### src/rtl/tick_rate_ctrl.sv
// Tick rate controller: run/pause/single-step sequencing of a periodic clock
// enable, with saturating speed levels and a tick-every-cycle fast mode.
module tick_rate_ctrl #(
    parameter int unsigned BASE_CNT = 20_000_000,
    parameter int unsigned LEVELS   = 8,
    parameter int unsigned CNT_W    = $clog2(BASE_CNT) + 1,
    parameter int unsigned LVL_W    = $clog2(LEVELS)
) (
    input  logic             clk,
    input  logic             resetn,
    input  logic             run_req,
    input  logic             pause_req,
    input  logic             step_req,
    input  logic             speed_up,
    input  logic             speed_down,
    input  logic             fast_mode,
    output logic             tick,
    output logic             running,
    output logic [LVL_W-1:0] level,
    output logic [15:0]      tick_count
);

    typedef enum logic [1:0] {
        PAUSED  = 2'd0,
        RUNNING = 2'd1,
        STEP    = 2'd2
    } state_t;

    localparam logic [CNT_W-1:0] BASE    = CNT_W'(BASE_CNT);
    localparam logic [LVL_W-1:0] LVL_MAX = LVL_W'(LEVELS - 1);

    state_t           state, state_next;
    logic [CNT_W-1:0] counter, counter_next;
    logic [LVL_W-1:0] level_next;
    logic             tick_next;

    // Only the highest-priority request is considered; if it does not apply
    // in the current state, the cycle is a no-op.
    always_comb begin
        state_next   = state;
        counter_next = counter;
        tick_next    = 1'b0;
        case (state)
            PAUSED: begin
                if (pause_req) begin
                    state_next = PAUSED;
                end else if (run_req) begin
                    state_next = RUNNING;
                end else if (step_req) begin
                    state_next = STEP;
                    tick_next  = 1'b1;
                end
            end
            RUNNING: begin
                if (pause_req) begin
                    state_next = PAUSED;
                end else begin
                    if (counter == '0) begin
                        counter_next = BASE >> level;
                    end else begin
                        counter_next = counter - 1'b1;
                    end
                    tick_next = fast_mode || (counter == '0);
                end
            end
            STEP: begin
                state_next = PAUSED;
            end
            default: begin
                state_next = PAUSED;
            end
        endcase
    end

    always_comb begin
        level_next = level;
        if (speed_up && !speed_down && (level != LVL_MAX)) begin
            level_next = level + 1'b1;
        end else if (speed_down && !speed_up && (level != '0)) begin
            level_next = level - 1'b1;
        end
    end

    always_ff @(posedge clk or negedge resetn) begin
        if (!resetn) begin
            state      <= PAUSED;
            counter    <= BASE;
            tick       <= 1'b0;
            running    <= 1'b0;
            level      <= '0;
            tick_count <= '0;
        end else begin
            state      <= state_next;
            counter    <= counter_next;
            tick       <= tick_next;
            running    <= (state_next == RUNNING);
            level      <= level_next;
            tick_count <= tick_count + 16'(tick);
        end
    end

endmodule

### config.mk
export PLATFORM = sky130hd
export DESIGN_NAME = tick_rate_ctrl
export DESIGN_NICKNAME = d
export VERILOG_FILES = /design/src/rtl/tick_rate_ctrl.sv
export SDC_FILE = /design/constraint.sdc
export NUM_CORES = 1
export LEC_CHECK = 0
export ABC_AREA = 0
export BUFFER_PORTS_ARGS = -buffer_cell sky130_fd_sc_hd__buf_2
export CORE_ASPECT_RATIO = 0.5
export CORE_MARGIN = 1
export CORE_UTILIZATION = 53
export CTS_CLUSTER_DIAMETER = 50
export DETAILED_ROUTE_END_ITERATION = 7
export PLACE_DENSITY = 0.74
export SYNTH_ARGS = -nofsm -noshare
export SYNTH_HDL_FRONTEND = slang
export SYNTH_SLANG_ARGS = --single-unit
### constraint.sdc
create_clock -name clk -period 2.63 [get_ports clk]
set_input_delay 0.263 -clock clk [delete_from_list [all_inputs] [get_ports clk]]
set_output_delay 0.263 -clock clk [all_outputs]
set_load 0.02 [all_outputs]
==> run metrics, run 1 <==
outcome complete, no violations; Placed Area 3140 µm²; Worst path most repeated cell or4_1; initial antenna violation count 0; ys async rst share between 90% and 100%; port bufs 28; final WL slightly below 7 mm; number of DRC markers in iteration 0 roughly 180; vias 2580; Avg WL per Cell around 17 µm; CTS sink cnt a little under 50; H-tree Lvls 2; row count 18; drt drc 0; Fillers just over 400; #FFs+latches synth 49; CP bufs+invs 1; CP max stage delay between 500 and 600 ps; Hold Slack between 150 and 200 ps; final non-filler cell total just over 400; Root Driver clkbuf_8; post-DP HPWL 4.93 mm; Pwr Density 808 nW/µm²; largest net degree at the start of global routing 32; Hold Path Class in -> reg; Synth area leaders dfrtp_1 36%, dfstp_2 7.4%, xnor2_1 4.0%; Setup TNS Final 0 ps; EDFF count, synth 0; final setup vio count 0; dpl cells approximately 400; cell count after synthesis ~300; First-pass DRT Iterations 4; Post-Syn Nets about 320; area leader, netlist dfrtp_1; WP data arrival around 2800 ps; Setup CP Type reg -> reg; Die H about 54 µm; P_leak ~1.5 nW; Max Clock Skew around 5.7 ps; # Max-Cap Violations 0; Net Sw Frac around two fifths; CP delay by family, top simple AND/OR/NAND/NOR gates; Total Routing Usage GR ~26%; Sequential Power Share about 40%; crit-path max FO 6; clk_lat worst skew about 310 ps; crit start category register; area share of the largest cell type after synthesis a little over a third; prevailing post-synth register cell dfrtp_1; P_sw 1.12 mW; routability cong. approximately 0.9; final slew viol count 0; flop2flop setup slack 70 ps; Starting Density 56.4%; Mapped Area between 2000 and 3000 µm²; Yosys warnings 0; RSZ-0062 raised after global routing no; GR Overflow Total 0; vias per cell around 6.2; multi-input logic area between 1000 and 1500 µm²; P_int around 1.5 mW; Top Ports 29; fin crit period between 2000 and 3000 ps; Diodes inserted 0; fin crit share between 90 and 100%; Design Area, Final 3300 µm²; Peak supply drop approximately 0.00053 V; CP max-delay cell or4_1; Die ar. 5650 µm²; Rel. slew slack 55.5%; Routed Antenna Nets 0; CTS max path bufs 2; Setup crit end kind register; Synth Area per Inst around 9.5 µm²; CP cell instances or3_1, or4_1, buf_4, or4_1, a21oi_1, a2bb2oi_1; register area roughly 1200 µm²; Req. time, crit path ~2900 ps; Comb power frac approximately 43%; Fin. Hold Viols 0; post-route core utilization 65.7%; Clock Power Share 16.9%; die width 105 µm; Nets 362; Slew @ Worst Pin about 660 ps; layout cell share with drive strength beyond 1 ~23%; Max Clk Rate 0.391 GHz; first-pass GRT wire length 11.1 mm; CORE AREA approximately 5000 µm²; Cell variety after synth between 50 and 60; CTS buffer count 5; Layout area overhead 16.6%; vias in the first global route 2251; Clk pin slew, worst setup/hold paths approximately 90 ps; CTS tree built; fraction of the yosys area taken by sequential cells between 40% and 50%
## worst paths after layout
| check | endpoint | start | cells past startpoint |
|---|---|---|---|
| worst max-delay path | counter[21] | counter[14] | 6 |
| worst min-delay path | running | pause_req | 2 |
| worst max register to register | counter[21] | counter[14] | 6 |
| worst min register to register | tick_count[15] | tick_count[15] | 1 |
| max in group asynchronous | counter[16] | resetn | 3 |
| min in group asynchronous | tick_count[10] | resetn | 2 |
## kinds of logic (layout without fill, tap and decap cells)
logic type | count (synthesis) | after routing | share of synthesized area, %
adder cells (fa/ha/maj) | 10 | 10 | 4.69
flip-flops | 49 | 49 | 43.7
multiplexers | 2 | 2 | 0.752
AND/OR/NAND/NOR | 111 | 111 | 21.6
buffers and inverters | 30 | 76 | 4.46
AO/OA/AOI/OAI | 80 | 80 | 19.5
XOR/XNOR | 17 | 17 | 5.26
## power by group through the flow
stage	Sequential, mW	Combinational [mW]	Clock, mW
2_1_floorplan	1.16	0.630	0
3_3_place_gp	1.08	1.08	0
3_5_place_dp	1.09	1.10	0
4_1_cts	1.08	1.11	0.464
5_1_grt	1.10	1.26	0.495
6_report	1.08	1.13	0.451
## routing by layer
metal | part of all wire [%] | GRT usage (%) | vias to the layer above
li1 | - | - | 1203
met4 | 1.2 | 6.10 | 0
met3 | 7.8 | 5.81 | 13
met1 | 47 | 35.7 | 1234
met2 | 44 | 41.1 | 130
met5 | 0 | 0 | -
## flip-flops by register name (all words and copies together), names as in the netlist
signal / flops
counter: 26
tick_count: 16
level: 3
state: 2
running: 1
tick: 1
## synth_stat cells (3+ instances only)
| master | n |
|---|---|
| a211oi_1 | 4 |
| a21oi_1 | 13 |
| a22o_1 | 4 |
| a22oi_1 | 6 |
| a2bb2oi_1 | 3 |
| and3_1 | 6 |
| buf_2 | 5 |
| clkbuf_1 | 9 |
| dfrtp_1 | 41 |
| dfstp_2 | 8 |
| ha_1 | 9 |
| inv_1 | 15 |
| nand2_1 | 19 |
| nand2b_1 | 7 |
| nand3_1 | 19 |
| nor2_1 | 10 |
| nor2b_1 | 3 |
| nor3_1 | 14 |
| nor4_1 | 8 |
| o21ai_0 | 22 |
| o22ai_1 | 3 |
| o31ai_1 | 4 |
| or3_1 | 5 |
| or4_1 | 5 |
| xnor2_1 | 13 |
| xor2_1 | 4 |
## stage by stage
step | power [mW] | worst slack, ps
final | 2.67 | 69.4
after global routing | 2.86 | 2.30
after CTS | 2.65 | 25.8
after detailed placement | 2.19 | 48.3
after global placement | 2.16 | 123
after floorplan | 1.79 | 82.8
## placed cells by master (no fill, tap or decap), types with 5 or more instances in the layout
cell type / count
dfrtp_1: 41
buf_2: 29
o21ai_0: 22
buf_4: 21
nand2_1: 19
nand3_1: 19
inv_1: 15
nor3_1: 14
xnor2_1: 13
a21oi_1: 13
nor2_1: 10
ha_1: 9
nor4_1: 8
dfstp_2: 8
nand2b_1: 7
and3_1: 6
a22oi_1: 6
clkbuf_8: 5
## final cells by class
cell class	instances	area share, %
timing repair buffer	53	10.2
inverter	15	1.71
clock inverter	2	0.455
sequential	49	37.5
clock buffer	6	2.20
multi-input combinational	220	45.4
tap	70	2.65
## timing repair
| action | 4_1_cts | 5_1_grt |
|---|---|---|
| setup buffers | 0 | 3 |
| hold buffers | 1 | 0 |
| gates resized for setup | 0 | 7 |
| endpoints found under the setup margin | 0 | 10 |
| endpoints found under the hold margin | 20 | 0 |
(Power assumes the default switching activity.)
==> run 2: changes to the inputs <==
- CORE_UTILIZATION: 53 -> 58
- PLACE_DENSITY: 0.74 -> 0.77
- clock period: 2.63 -> 2.95 ns (I/O delays scaled with it)
==> run 2 against run 1 <==
Global-route usage is 2.9 points higher; fmax is 4.8% lower; first-iteration DRC count is 44% higher; worst hold slack better by 9.6 ps; sequential power is 9% lower; final area is 3.9% lower; setup slack better by 190 ps; clock skew is 2.3 ps higher; via count is 2.8% lower; critical endpoint is now counter[14].
==> run metrics, run 2 (synthesized netlist as in run 1, its figures left out) <==
cts-stage hold buffer count 0; fin crit share approximately nine tenths; Layout area overhead 12.0%; initial antenna violation count 0; Total Routing Usage GR approximately 28%; Req. time, crit path between 3000 and 4000 ps; # Max-Cap Violations 0; GR Overflow Total 0; flop2flop setup slack approximately 260 ps; Setup crit end kind register; met3 WL post-DR between 500 and 600 µm; Peak supply drop 0.000568 V; row count 17; biggest regs counter x26, tick_count x16, level x3; post-route core utilization 70.0%; Slew @ Worst Pin 1060 ps; fin crit period around 2700 ps; final slew viol count 0; P_leak ~1.4 nW; CTS max path bufs 2; vias in the first global route around 2300; Critical Path Sink counter[14]; Clk pin slew, worst setup/hold paths roughly 90 ps; final non-filler cell total ~390; CTS resizes 0; Max Clock Skew 7.96 ps; WP data arrival just under 3000 ps; R2R cell count 5; number of DRC markers in iteration 0 261; crit-path max FO 10; wl on met1 ~3.0 mm; drt drc 0; most frequent cells in the layout 41 x dfrtp_1, 28 x buf_2, 22 x o21ai_0; outcome complete, no violations; Top Ports 29; Pwr Density 755 nW/µm²; Die ar. 5180 µm²; Starting Density around 62%; post-DP HPWL approximately 4.7 mm; vias per cell between 6 and 7; Setup Fix Bufs, Post-CTS 0; final setup vio count 0; reg2reg start counter[5]; CTS buffer count 5; routability cong. 0.905; Setup TNS Final 0 ps; final WL 6.62 mm; Die H about 51 µm; Fin. Hold Viols 0; top sig layer met4; most flop-heavy register counter; most common cell after layout, fill and taps aside dfrtp_1; die width ~100 µm; Critical path origin counter[5]; layout cell share with drive strength beyond 1 a little under a fifth; clk_lat worst skew approximately 300 ps; Routed Antenna Nets 0; crit start category register; power consumption ~2.4 mW; CTS tree built; dpl cells just under 400; Rel. slew slack 29.3%; largest net degree at the start of global routing 50; first-pass GRT wire length roughly 11 mm; routed wl met2 around 3 mm; CTS sink cnt 49; Hold Path Class in -> async; First-pass DRT Iterations 5; max reg flops 26; Nets roughly 340; Avg WL per Cell ~17 µm; Diodes inserted 0; Setup CP Type reg -> reg; Root Driver clkbuf_8; r2r endpoint counter[14]; CORE AREA 4530 µm²; port bufs 28; vias approximately 2500; H-tree Lvls 2; RSZ-0062 raised after global routing no; Max Clk Rate about 0.37 GHz
run 2: changes by cell type in the layout (fill, tap and decap cells not counted), sizes merged:
cell / previous run / this run
buf: 52 / 35
clkinvlp: 2 / 0
bufinv: 0 / 1
clkbuf: 6 / 7
dlygate4sd3: 1 / 0
run 2: worst min-delay path by stage:
stage | end | slack, ps
after detailed placement | tick_count[15] | 460
final | tick_count[10] | 180
after global routing | state[1] | 220
after floorplan | counter[0] | -0.6
after global placement | tick_count[15] | 450
after CTS | state[0] | 220
run 2: critical path, stage by stage, from the launching register on:
cell and delay (ps):
dfrtp_1 450, or4_1 550, or4_1 500, or3_1 540
a211o_1 350, a22oi_2 210
run 2: final cells by class:
class | instances | area [µm²]
Multi-Input combinational cell | 220 | 1470
Fill cell | 367 | 1360
Sequential cell | 49 | 1240
Timing Repair Buffer | 35 | 205
Clock buffer | 7 | 86.3
Tap cell | 66 | 82.6
Inverter | 15 | 56.3
Clock inverter | 1 | 30.0
run 2: metrics by stage:
step,setup slack [ps],hold slack (ps),cell area [µm²]
final,260,178,3170
after CTS,240,220,3170
after global placement,344,454,3050
after global routing,79.9,218,3170
after detailed placement,277,462,3050
after floorplan,403,-0.591,2830
run 2: metal layers:
metal  track usage [%]  up-vias
met1              39.6     1221
met4              6.04        0
li1                  -     1157
met2              45.2      117
met3              7.25       14
met5                 0        -
run 2: power by group:
group	switching [mW]	internal, mW	leakage, nW	total, mW
Sequential	0.169	0.816	0.609	0.986
Clock	0.217	0.277	0.0585	0.494
Combinational	0.572	0.344	0.702	0.916
==> run 3: changes to the inputs <==
- MAX_ROUTING_LAYER: not set -> met4
==> run 3 against run 2 <==
Worst hold slack improved by 4.1 ps; cell count decreased by 0.25%; critical path type unchanged; die area is the same; combinational power rose by 1%; critical endpoint is now counter[4]; fmax fell by 1.6%; power increased by 1.2%; highest routed layer unchanged; utilization fell by 0.083 points.
==> run metrics, run 3 (synthesized netlist as in run 1, its figures left out) <==
largest net degree at the start of global routing 50; crit-path max FO 10; post-DP HPWL 4.64 mm; max reg flops 26; Max Clock Skew approximately 4.3 ps; CTS tree built; RSZ-0062 raised after global routing no; reg2reg start counter[5]; CTS sink cnt ~50; H-tree Lvls 2; # Max-Cap Violations 0; Rel. slew slack 27.8%; CORE AREA roughly 4500 µm²; Fillers 360; first-pass GRT wire length ~11 mm; WP data arrival just under 3000 ps; outcome complete, no violations; First-pass DRT Iterations 5; Hold Slack 182 ps; vias per cell around 6.5; CTS resizes 0; Total Routing Usage GR 30.4%; final non-filler cell total approximately 390; most common cell after layout, fill and taps aside dfrtp_1; Starting Density about 62%; Place WS around 260 ps; Top Ports 29; r2r endpoint counter[4]; Placed Area 3050 µm²; post-route core utilization 69.9%; vias approximately 2500; biggest regs counter x26, tick_count x16, level x3; Nets between 300 and 400; Layout area overhead 11.9%; Routed Antenna Nets 0; Slew @ Worst Pin about 1100 ps; die width 101 µm; Setup crit end kind register; Clk pin slew, worst setup/hold paths about 90 ps; setup ws final 218 ps; flop2flop setup slack about 220 ps; final setup vio count 0; Die H just over 50 µm; Die ar. 5180 µm²; cts-stage hold buffer count 0; crit start category register; most flop-heavy register counter; Design Area, Final approximately 3200 µm²; Root Driver clkbuf_8; CTS buffer count 5; fin crit share between 90% and 100%; row count 17; number of DRC markers in iteration 0 roughly 220; R2R cell count 6; layout cell share with drive strength beyond 1 between 10% and 20%; clk_lat worst skew about 300 ps; Max Clk Rate approximately 0.37 GHz; Pwr Density 766 nW/µm²; most frequent cells in the layout 41 x dfrtp_1, 28 x buf_2, 22 x o21ai_0; Setup TNS Final 0 ps; Diodes inserted 0; Setup CP Type reg -> reg; Hold Path Class in -> async; initial antenna violation count 0; drt drc 0; power consumption around 2.4 mW; P_leak between 1 and 1.5 nW; final WL just under 7 mm; Req. time, crit path between 3000 and 4000 ps; Fin. Hold Viols 0; vias in the first global route about 2400; Avg WL per Cell about 17 µm; Setup Fix Bufs, Post-CTS 0; final slew viol count 0; GR Overflow Total 0; fin crit period 2730 ps; Peak supply drop around 0.00052 V; CTS max path bufs 2; dpl cells 384; routability cong. 0.935; port bufs 28
-- run 3: worst max path at each step --
stage,from,depth (start not counted),slack (ps),to
after floorplan,counter[5],7,400,counter[14]
after global placement,counter[5],7,320,counter[1]
after detailed placement,counter[5],5,260,counter[16]
after CTS,counter[5],5,240,counter[16]
after global routing,counter[5],5,30,counter[16]
final,counter[5],6,220,counter[4]
-- run 3: routing by layer --
| metal | part of all wire (%) | up-vias | wire length [µm] | global-route usage (%) |
|---|---|---|---|---|
| li1 | - | 1168 | - | - |
| met4 | 1.1 | 0 | 72 | 10.4 |
| met5 | 0 | - | 0 | - |
| met1 | 47 | 1239 | 3160 | 39.2 |
| met2 | 44 | 126 | 2970 | 48.1 |
| met3 | 7.7 | 11 | 517 | 6.70 |
-- run 3: final cells by class --
class | count | area (µm²) | area share [%]
Multi-Input combinational cell | 220 | 1470 | 46.5
Sequential cell | 49 | 1240 | 39.0
Timing Repair Buffer | 34 | 198 | 6.24
Clock buffer | 6 | 82.6 | 2.61
Tap cell | 66 | 82.6 | 2.61
Inverter | 15 | 56.3 | 1.78
Clock inverter | 2 | 37.5 | 1.19
-- run 3: critical path, stage by stage, from the launching register on --
cell,delay [ps]
dfrtp_1,460
or4_1,570
or4_1,500
or3_1,540
buf_4,240
a21oi_1,180
o22a_1,190
-- run 3: power breakdown --
part	internal (mW)	leakage (nW)	switching, mW	total, mW
clock	0.276	0.0574	0.232	0.508
sequential	0.816	0.609	0.175	0.991
combinational	0.345	0.697	0.581	0.926
total	1.44	1.36	0.988	2.42
